**src/rtl/ctx_switch_ctrl.sv**
```systemverilog
// ctx_switch_ctrl: two-level interrupt context-switch sequencer driving register-file bank save/restore pulses
//   clk, rst_n                    : clock, asynchronous active-low reset
//   irq1, irq2                    : level interrupt requests (irq2 higher priority)
//   eret                          : return-from-interrupt strobe
//   snap_req, snap_restore        : software snapshot save/restore strobes
//   enable_*/restore_*            : one-cycle bank save/restore pulses
//   ack1, ack2                    : one-cycle interrupt-accepted pulses
//   level                         : 0 user, 1 ISR1, 2 ISR2
//   busy                          : high while any save/restore pulse is high
//   err                           : sticky, set by eret at level 0
//   Macro CTX_SNAPSHOT_EN enables the snapshot bank (BackUp2); otherwise snap inputs are ignored.
module ctx_switch_ctrl (
  input  logic       clk,
  input  logic       rst_n,
  input  logic       irq1,
  input  logic       irq2,
  input  logic       eret,
  input  logic       snap_req,
  input  logic       snap_restore,
  output logic       enable_userBackUp,
  output logic       enable_BackUp1,
  output logic       enable_BackUp2,
  output logic       restore_userBackUp,
  output logic       restore_BackUp1,
  output logic       restore_BackUp2,
  output logic       ack1,
  output logic       ack2,
  output logic [1:0] level,
  output logic       busy,
  output logic       err
);
  typedef enum logic [1:0] {USER, ISR1, ISR2U, ISR2I} state_t;
  state_t state;
`ifndef CTX_SNAPSHOT_EN
  logic unused_snap;
  assign unused_snap = snap_req | snap_restore;
`endif
  always_ff @(posedge clk or negedge rst_n) begin
    if (!rst_n) begin
      state <= USER;
      level <= 2'd0;
      enable_userBackUp <= 1'b0;
      enable_BackUp1 <= 1'b0;
      enable_BackUp2 <= 1'b0;
      restore_userBackUp <= 1'b0;
      restore_BackUp1 <= 1'b0;
      restore_BackUp2 <= 1'b0;
      ack1 <= 1'b0;
      ack2 <= 1'b0;
      busy <= 1'b0;
      err <= 1'b0;
    end else begin
      enable_userBackUp <= 1'b0;
      enable_BackUp1 <= 1'b0;
      enable_BackUp2 <= 1'b0;
      restore_userBackUp <= 1'b0;
      restore_BackUp1 <= 1'b0;
      restore_BackUp2 <= 1'b0;
      ack1 <= 1'b0;
      ack2 <= 1'b0;
      busy <= 1'b0;
      // A cycle with a pulse high is a dead cycle: inputs are dropped, level requests re-seen next cycle.
      if (!busy) begin
        if (eret) begin
          if (state == USER) begin
            err <= 1'b1;
          end else if (state == ISR2I) begin
            restore_BackUp1 <= 1'b1;
            busy <= 1'b1;
            state <= ISR1;
            level <= 2'd1;
          end else begin
            restore_userBackUp <= 1'b1;
            busy <= 1'b1;
            state <= USER;
            level <= 2'd0;
          end
        end else if (irq2 && (state == USER || state == ISR1)) begin
          enable_userBackUp <= (state == USER);
          enable_BackUp1 <= (state == ISR1);
          ack2 <= 1'b1;
          busy <= 1'b1;
          state <= (state == USER) ? ISR2U : ISR2I;
          level <= 2'd2;
        end else if (irq1 && state == USER) begin
          enable_userBackUp <= 1'b1;
          ack1 <= 1'b1;
          busy <= 1'b1;
          state <= ISR1;
          level <= 2'd1;
        end
`ifdef CTX_SNAPSHOT_EN
        else if (snap_restore) begin
          restore_BackUp2 <= 1'b1;
          busy <= 1'b1;
        end else if (snap_req) begin
          enable_BackUp2 <= 1'b1;
          busy <= 1'b1;
        end
`endif
      end
    end
  end
endmodule

```
**config.mk**
```make
export PLATFORM = sky130hd
export DESIGN_NAME = ctx_switch_ctrl
export DESIGN_NICKNAME = d
export VERILOG_FILES = /design/src/rtl/ctx_switch_ctrl.sv
export SDC_FILE = /design/constraint.sdc
export NUM_CORES = 1
export LEC_CHECK = 0
export BUFFER_PORTS_ARGS = -buffer_cell sky130_fd_sc_hd__buf_2
export CORE_AREA = 2 2 39 41
export DETAILED_ROUTE_END_ITERATION = 10
export DIE_AREA = 0 0 41 43
export GPL_ROUTABILITY_DRIVEN = 0
export GPL_TIMING_DRIVEN = 0
export PLACE_DENSITY = 0.7
export SLEW_MARGIN = 5
export SYNTH_ARGS = -nofsm -noshare
export SYNTH_HDL_FRONTEND = slang
export SYNTH_SLANG_ARGS = --single-unit
```
**constraint.sdc**
```tcl
create_clock -name clk -period 2.48 [get_ports clk]
set_input_delay 0 -clock clk [delete_from_list [all_inputs] [get_ports clk]]
set_output_delay 0 -clock clk [all_outputs]
set_load 0.01 [all_outputs]
```
==> reports/qor.yml, run 1 <==
status: "finished, final reports clean"
drt_iter0_drc: 4
grt_pass1_wl_um: 1460
postSynth.asyncResetShare: 1.00
ys_warn_count: 0
path_class: "reg -> reg"
hold_depth: 2
synth_edf_count: 0
timing.fmax_ghz: 0.571
grt_usage: 0.132
cp-startpoint: "state[1]$_DFFE_PN0P_"
multi_input_area_um2: 264
dpl_worst_slack_ps: 732
clk_latency_ps: 270
core_um2: 1380
cts.sinks: 11
finalCritPeriodShare: 0.706
power.total_uw: 703
first_pass_iters: 4
row_count: 14
grt_max_degree: 12
ys_seq_elements: 11
dp_hpwl_um: 683
final_common_cell: "buf_2"
final_cell_area_um2: 712
clk_root_buffer_cell: "clkbuf_4"
reg2reg_depth: 5
regToRegStartpoint: "state[1]$_DFFE_PN0P_"
ff_latch_area_um2: 275
grt_pass1_vias: 336
syn_area_um2: 577
die_h_um: 43
slew_headroom: 0.638
drive_gt1_frac: 0.358
drt_drc_violations_left: 0
wl_per_cell_um: 11.0
setup_ws_ps: 729
placed_area_um2: 666
overflow: 0
holdCritPathClass: "in -> reg"
peakVddDrop_uv: 385
slew_viol_final: 0
fin_crit_ps: 1750
cts_buffers: 3
antenna_found_initial: 0
worst_pin_slew_ps: 537
ant_nets: 0
start_util: 0.417
synth_flop_cell: "dfrtp_1"
via_count: 385
portBuffers: 13
required_ps: 2640
nFillCells: 132
hold_viol: 0
nets: 80
area_growth_pct: 23.4
clk_path_buf_depth: 2
ctsResizeCount: 0
htree_levels: 1
cp-start-kind: "register"
rsz0062_at_grt: "no"
cp-end-kind: "register"
diodes: 0
timing.rr.end: "level[0]$_DFFE_PN0P_"
endpoint: "level[0]$_DFFE_PN0P_"
arrival_ps: 1910
tns_ps: 0
num_io_pins: 19
fp.dieW_um: 41
dieArea_um2: 1760
cp_max_fo: 5
wl_um: 914
mostFrequentLayoutCells: "buf_2, dfrtp_1, ha_1"
p_per_area_nw_per_um2: 987
p_leak_uw: 0.000368
clk_pin_slew_ps: 70
cap_viol_max_count: 0
vias_per_cell: 4.64
syn-instance-count: 47
fin_skew_ps: 3.05
setup_viol: 0
reg2reg_setup_slack_ps: 730
tritoncts: "done"
ys_seq_area_frac: 0.477
yosys.cell_types.count: 24
hold_start: "irq1"
avgSynthCellArea_um2: 12.3
## logic make-up (layout without fill, tap and decap cells)
logic type | Yosys count | in the layout | share of synthesized area
muxes | 4 | 4 | 0.0803
other | 1 | 2 | 0.00650
AOI/OAI and AO/OA | 8 | 8 | 0.150
and+or+nand+nor | 12 | 12 | 0.106
buffers and inverters | 6 | 25 | 0.0716
DFF | 11 | 11 | 0.477
adders and majority gates | 5 | 5 | 0.108
## cell type report
type | instances | share of cell area
clock buffer | 4 | 0.0369
multi-input combinational | 31 | 0.371
sequential | 11 | 0.387
timing repair buffer | 15 | 0.120
buffer | 4 | 0.0475
inverter | 2 | 0.0105
tap | 16 | 0.0281
## power breakdown
part	switching [µW]	internal (µW)	leakage [µW]	total (µW)
sequential	41.1	231	0.000140	272
clock	61.5	62.4	0.0000150	124
combinational	159	148	0.000213	307
## worst min-delay path by stage
stage                                 to  slack, ps
2_1_floorplan             ack1$_DFF_PN0_       -300
3_3_place_gp   restore_BackUp1$_DFF_PN0_       -120
3_5_place_dp   restore_BackUp1$_DFF_PN0_       -120
4_1_cts                   ack1$_DFF_PN0_         30
5_1_grt                   ack1$_DFF_PN0_         30
6_report                  ack1$_DFF_PN0_         40
## critical path, cell delays in order, from the launching register on
cell	delay, ps
dfrtp_1	410
inv_1	130
ha_1	280
o21ai_0	240
mux2_2	330
mux2_4	250
## stage by stage
stage / utilization / hold WS (ps) / cells
after floorplan: - / -296 / 48
after global placement: 0.481 / -121 / 77
after detailed placement: 0.481 / -121 / 77
after CTS: 0.514 / 27.3 / 83
after global routing: 0.514 / 28.3 / 83
final: 0.514 / 36.0 / 83
## registers in the layout, summed over array words and instances, names as in the netlist
register / count
state: 2
ack1: 1
ack2: 1
busy: 1
enable_BackUp1: 1
enable_userBackUp: 1
err: 1
level: 1
restore_BackUp1: 1
restore_userBackUp: 1
## routing by layer
metal | GRT usage | routed length (µm)
met3 | 0.0366 | 73
met4 | 0.140 | 30
met2 | 0.175 | 416
met5 | 0 | 0
met1 | 0.153 | 393
## repair_timing
action	CTS	global route
endpoints found under the hold margin	14	0
buffers inserted	0	0
hold buffers	2	0
## synth_stat cells (2+ instances only)
library cell | instances | area (µm²)
and2_1 | 2 | 12.5
dfrtp_1 | 11 | 275
ha_1 | 5 | 62.6
nand2_1 | 3 | 11.3
buf_4 | 3 | 22.5
nor2_1 | 2 | 7.51
mux2i_1 | 2 | 20.0
nor3_1 | 2 | 10.0
inv_1 | 2 | 7.51
(Power assumes the default switching activity.)
==> run 2, diff against run 1 <==
Settings changed: CORE_AREA 2 2 39 41 to 2 2 41 43, DIE_AREA 0 0 41 43 to 0 0 43 45, PLACE_DENSITY 0.7 to 0.67.
Clock period 2.48 ns to 1.5 ns, I/O delays scaled along.
==> run 2 against run 1 <==
Net effect:
- non-clock buffer count grew 4
- via count increased by 4.4%
- global-route usage shrank 1.8 points
- die area up 9.8%
- combinational power is 110% higher
- sequential share of layout area decreased by 2.5 points
- sequential cell count did not move
- critical path depth unchanged
- final cell count grew 4.8%
- sequential power is 65% higher
- largest cell class is now multi-input gates
- largest power group unchanged
==> reports/qor.yml, run 2 (synthesis results as in run 1) <==
start_util: 0.392  # -0.0248
clock_power_share: 0.156  # -0.020
row_count: 14  # unchanged
clk_path_buf_depth: 2  # unchanged
fin_skew_ps: 0.652  # -2.40 ps
fin_util: 0.518  # +0.00339
drt_iter0_drc: 1  # -3
peakVddDrop_uv: 980  # +150%
grt_usage: 0.114  # -0.0181
final_common_cell: "buf_2"
cap_viol_max_count: 0  # unchanged
p_comb_frac: 0.496  # +0.060
min_to: "enable_userBackUp$_DFF_PN0_"
cp_num_cells: 5  # unchanged
first_pass_iters: 2  # -2
setup_viol: 0  # unchanged
timing.fmax_ghz: 0.676  # +18%
p_per_area_nw_per_um2: 1690  # +71%
clk_pin_slew_ps: 70  # about the same
slowest_stage: "dfrtp_1"
path_class: "reg -> reg"
finalCritPeriodShare: 0.986  # +0.280
grt_pass1_wl_um: 1520  # +4.3%
mostFrequentLayoutCells: "buf_2, dfrtp_1, buf_4"
ant_nets: 0  # unchanged
crit_path_cell_trace: "inv_2 -> ha_4 -> o21ai_1 -> mux2_2 -> mux2_4"
crit_family: "multiplexers"
grt_pass1_vias: 359  # +6.8%
num_io_pins: 19  # unchanged
die_h_um: 45  # +4.7%
clk_root_buffer_cell: "clkbuf_4"
drt_drc_violations_left: 0  # unchanged
area_growth_pct: 32.1
tritoncts: "done"
wl_um: 939  # +2.7%
wl_per_cell_um: 10.8  # -2.0%
rsz0062_at_grt: "yes"
critPathBufInv: 1  # unchanged
largest_reg_flops: 2  # unchanged
regToRegStartpoint: "state[0]$_DFFE_PN0P_"
reg2reg_depth: 5  # unchanged
cts.sinks: 11  # unchanged
hold_depth: 3  # +1
dieArea_um2: 1940  # +9.8%
drive_gt1_frac: 0.479  # +0.121
p_int_uw: 823  # +87%
share_seq_of_total_power: 0.348  # -0.039
cp-start-kind: "register"
fin_crit_ps: 1480  # -272 ps
cts_buffers: 3  # unchanged
p_leak_uw: 0.000385  # +4.8%
cp_slowest_stage_delay_ps: 430  # +20 ps
overflow: 0  # unchanged
core_um2: 1470  # +6.3%
regMostFlops: "state"
slew_viol_final: 0  # unchanged
hold_start: "irq1"
portBuffers: 13  # unchanged
dp_hpwl_um: 689  # +0.88%
cp-end-kind: "register"
reg2reg_setup_slack_ps: 20  # -710 ps
required_ps: 1660  # -980 ps
hold_viol: 0  # unchanged
arrival_ps: 1640  # -270 ps
cp_max_fo: 5  # unchanged
antenna_found_initial: 0  # unchanged
clk_latency_ps: 270  # about the same
via_count: 402  # +4.4%
switching_power_uw: 461  # +76%
status: "finished, final reports clean"
timing.rr.end: "level[0]$_DFFE_PN0P_"
grt_max_degree: 12  # unchanged
nets: 84  # +5.0%
htree_levels: 1  # unchanged
holdCritPathClass: "in -> reg"
fp.dieW_um: 43  # +4.9%
worst_hold_slack_ps: 37.0  # +1.07 ps
vias_per_cell: 4.62  # -0.39%
power.share.switching: 0.359  # -0.0130
diodes: 0  # unchanged
-- run 2: per-layer routing --
metal	track usage	part of all wire
met1	0.123	0.42
met2	0.173	0.46
met3	0.0760	0.082
met4	0.0545	0.033
met5	0	0
-- run 2: tightest hold or removal path, delay by kind of cell --
| kind | cells | cell delay (ps) |
|---|---|---|
| buffers and inverters | 1 | 130 |
| AOI/OAI and AO/OA | 1 | 70 |
| and+or+nand+nor | 1 | 60 |
-- run 2: layout make-up --
class,count,area [µm²]
Fill cell,143,709
Timing Repair Buffer,19,115
Sequential cell,11,275
Multi-Input combinational cell,31,284
Tap cell,16,20.0
Buffer,4,33.8
Clock buffer,4,26.3
Inverter,2,7.51
-- run 2: how the worst max path moves through the flow --
stage	slack [ps]	startpoint	endpoint
floorplan	20	state[0]$_DFFE_PN0P_	level[0]$_DFFE_PN0P_
global placement	-80	state[1]$_DFFE_PN0P_	level[0]$_DFFE_PN0P_
detailed placement	-90	state[1]$_DFFE_PN0P_	level[0]$_DFFE_PN0P_
CTS	10	state[1]$_DFFE_PN0P_	level[0]$_DFFE_PN0P_
global route	-50	state[0]$_DFFE_PN0P_	state[0]$_DFFE_PN0P_
finish	20	state[0]$_DFFE_PN0P_	level[0]$_DFFE_PN0P_
-- run 2: power by group through the flow --
stage | combinational [µW] | sequential [µW] | clock [µW]
3_5_place_dp | 543 | 459 | 0
3_3_place_gp | 550 | 456 | 0
4_1_cts | 619 | 448 | 206
5_1_grt | 708 | 463 | 221
6_report | 637 | 448 | 200
2_1_floorplan | 372 | 483 | 0
-- run 2: timing repair --
action	CTS	global route
buffers inserted	3	1
hold endpoints to repair	14	0
hold buffers	2	0
pin swaps	1	2
endpoints found under the setup margin	1	2
gates cloned	0	0
gates resized for setup	2	2
-- run 2: through the flow --
stage | cells | power (µW) | instance area (µm²) | setup WS, ps | setup TNS, ps
after global routing | 87 | 1390 | 762 | -51.0 | -89.9
after CTS | 86 | 1270 | 749 | 13.4 | 0
final | 87 | 1280 | 762 | 20.6 | 0
after detailed placement | 77 | 1000 | 678 | -87.7 | -87.7
after floorplan | 48 | 855 | 593 | 19.9 | 0
after global placement | 77 | 1010 | 678 | -83.0 | -83.0
==> run 3, diff against run 2 <==
Settings changed: CORE_AREA 2 2 41 43 to 2 2 39 41, CTS_BUF_LIST set to sky130_fd_sc_hd__clkbuf_4 sky130_fd_sc_hd__clkbuf_8, DIE_AREA 0 0 43 45 to 0 0 41 43, PLACE_DENSITY 0.67 to 0.73.
==> run 3 against run 2 <==
Net effect:
- the flow now finishes with violations (negative setup slack)
- cell area is 7.4% higher
- sequential share of layout area is 2.5 points lower
- wire length is 31% higher
- via count is 10% higher
- worst setup slack worse by 31 ps
- clock skew is 3.4 ps higher
- first-iteration DRC count grew to 11 times the previous value
- total power is 15% higher
==> reports/qor.yml, run 3 (synthesis results as in run 1) <==
slowest_stage: "dfrtp_1"
start_util: 0.417  # +0.0248
grt_usage: 0.161  # +0.0477
clk_path_buf_depth: 2  # unchanged
wl_per_cell_um: 13.5  # +25%
row_count: 14  # unchanged
ant_nets: 0  # unchanged
p_per_area_nw_per_um2: 1810  # +7.4%
fp.dieW_um: 41  # -4.7%
first_pass_iters: 4  # +2
timing.fmax_ghz: 0.662  # -2.0%
switching_power_uw: 548  # +19%
dpl_worst_slack_ps: -77.6  # +10.2 ps
power.total_uw: 1480  # +15%
grt_pass1_wl_um: 1790  # +18%
wl_um: 1230  # +31%
layoutNonFillerInstCount: 91  # +4.6%
antenna_found_initial: 0  # unchanged
hold_viol: 0  # unchanged
cts_buffers: 3  # unchanged
htree_levels: 1  # unchanged
tritoncts: "done"
dieArea_um2: 1760  # -8.9%
clock_power_share: 0.148  # -0.008
p_int_uw: 934  # +13%
finalCritPeriodShare: 1.01  # +0.0204
portBuffers: 13  # unchanged
required_ps: 1650  # about the same
core_um2: 1380  # -6.0%
diodes: 0  # unchanged
rsz0062_at_grt: "yes"
share_seq_of_total_power: 0.309  # -0.039
die_h_um: 43  # -4.4%
p_leak_uw: 0.000413  # +7.2%
crit_family: "flip-flops"
path_class: "reg -> reg"
cp_max_fo: 5  # unchanged
failed_checks: "negative setup slack"
clk_latency_ps: 260  # about the same
fin_skew_ps: 4.04  # +3.38 ps
overflow: 0  # unchanged
regMostFlops: "state"
cp-start-kind: "register"
final_common_cell: "buf_2"
drt_iter0_drc: 11  # +10
crit_path_cell_trace: "inv_2 -> ha_4 -> nor2_4 -> a221oi_4 -> mux2_4"
num_io_pins: 19  # unchanged
holdCritPathClass: "in -> reg"
cp_slowest_stage_delay_ps: 430  # about the same
status: "finished, violations left"
setup_viol: 1  # +1
busiest_layer: "met2"
fin_crit_ps: 1510  # +30.6 ps
cap_viol_max_count: 0  # unchanged
drt_drc_violations_left: 0  # unchanged
peakVddDrop_uv: 839  # -14%
grtUsageMet3: 0.0471  # -0.0289
cp-end-kind: "register"
clk_pin_slew_ps: 70  # about the same
slew_viol_final: 0  # unchanged
drive_gt1_frac: 0.533  # +0.0545
power.share.switching: 0.370  # +0.0106
arrival_ps: 1660  # +20 ps
nFillCells: 105  # -27%
grt_pass1_vias: 405  # +13%
critPathBufInv: 1  # unchanged
clk_root_buffer_cell: "clkbuf_4"
largest_reg_flops: 2  # unchanged
setup_ws_ps: -10.0  # -30.6 ps
mostFrequentLayoutCells: "buf_2, dfrtp_1, buf_4"
dp_cells: 77  # unchanged
vias_per_cell: 4.86  # +5.1%
p_comb_frac: 0.543  # +0.047
cts.sinks: 11  # unchanged
area_growth_pct: 41.9
nets: 88  # +4.8%
grt_max_degree: 12  # unchanged
via_count: 442  # +10%
met1_usage: 0.153  # +0.0302
use_met2: 0.278  # +0.105
run 3: cell types whose count changed in the layout (fill, tap and decap cells not counted):
| cell | previous run | this run |
|---|---|---|
| o21ai_2 | 0 | 1 |
| buf_6 | 1 | 2 |
| ha_4 | 1 | 2 |
| o21ai_1 | 1 | 0 |
| nor2_4 | 0 | 1 |
| clkbuf_1 | 1 | 0 |
| nor2_2 | 1 | 0 |
| ha_2 | 1 | 0 |
| buf_4 | 7 | 10 |
| clkbuf_4 | 3 | 4 |
run 3: area by class of cell:
cell class | count | area, µm² | share of cell area
inverter | 2 | 7.51 | 0.00917
timing repair buffer | 23 | 149 | 0.182
multi-input combinational | 31 | 303 | 0.370
buffer | 4 | 33.8 | 0.0413
tap | 16 | 20.0 | 0.0245
clock buffer | 4 | 30.0 | 0.0367
sequential | 11 | 275 | 0.336
run 3: worst reg2reg max path, cell delays in order (launching register included):
cell and delay, ps:
dfrtp_1 430, inv_2 110, ha_4 200, nor2_4 50
a221oi_4 290, mux2_4 330
run 3: path summary, 6_finish.rpt:
path,slack (ps),from,cells past startpoint,to
max in group asynchronous,1170,rst_n,2,state[1]$_DFFE_PN0P_
min in group asynchronous,130,rst_n,2,ack1$_DFF_PN0_
hold / removal,50,irq1,3,enable_userBackUp$_DFF_PN0_
hold reg to reg,460,err$_DFFE_PN0P_,1,err$_DFFE_PN0P_
setup reg to reg,-10,state[0]$_DFFE_PN0P_,5,level[0]$_DFFE_PN0P_
setup / recovery,-10,state[0]$_DFFE_PN0P_,5,level[0]$_DFFE_PN0P_
run 3: what timing repair did:
item / in CTS / in global routing
setup endpoints to repair: 1 / 3
hold buffers: 2 / 0
hold endpoints to repair: 14 / 0
pin swaps: 1 / 2
gates resized for setup: 1 / 7
setup buffers: 2 / 6
run 3: routing by layer:
metal,routed length (µm),up-vias
li1,-,210
met1,475,219
met3,48,2
met4,12,0
met2,691,11
met5,0,-
run 3: through the flow:
| step | utilization | cell area (µm²) | setup TNS (ps) | hold WS, ps |
|---|---|---|---|---|
| after floorplan | - | 593 | 0 | -296 |
| after global placement | 0.490 | 678 | -62.8 | -123 |
| after detailed placement | 0.490 | 678 | -77.6 | -120 |
| after CTS | 0.537 | 743 | 0 | 29.7 |
| after global routing | 0.591 | 818 | -102 | 32.7 |
| final | 0.591 | 818 | -10.0 | 45.0 |
run 3: power groups by stage:
stage,combinational (µW),clock (µW),sequential (µW)
floorplan,372,0,483
global placement,542,0,457
detailed placement,560,0,466
CTS,620,227,457
global route,870,244,465
finish,804,220,458
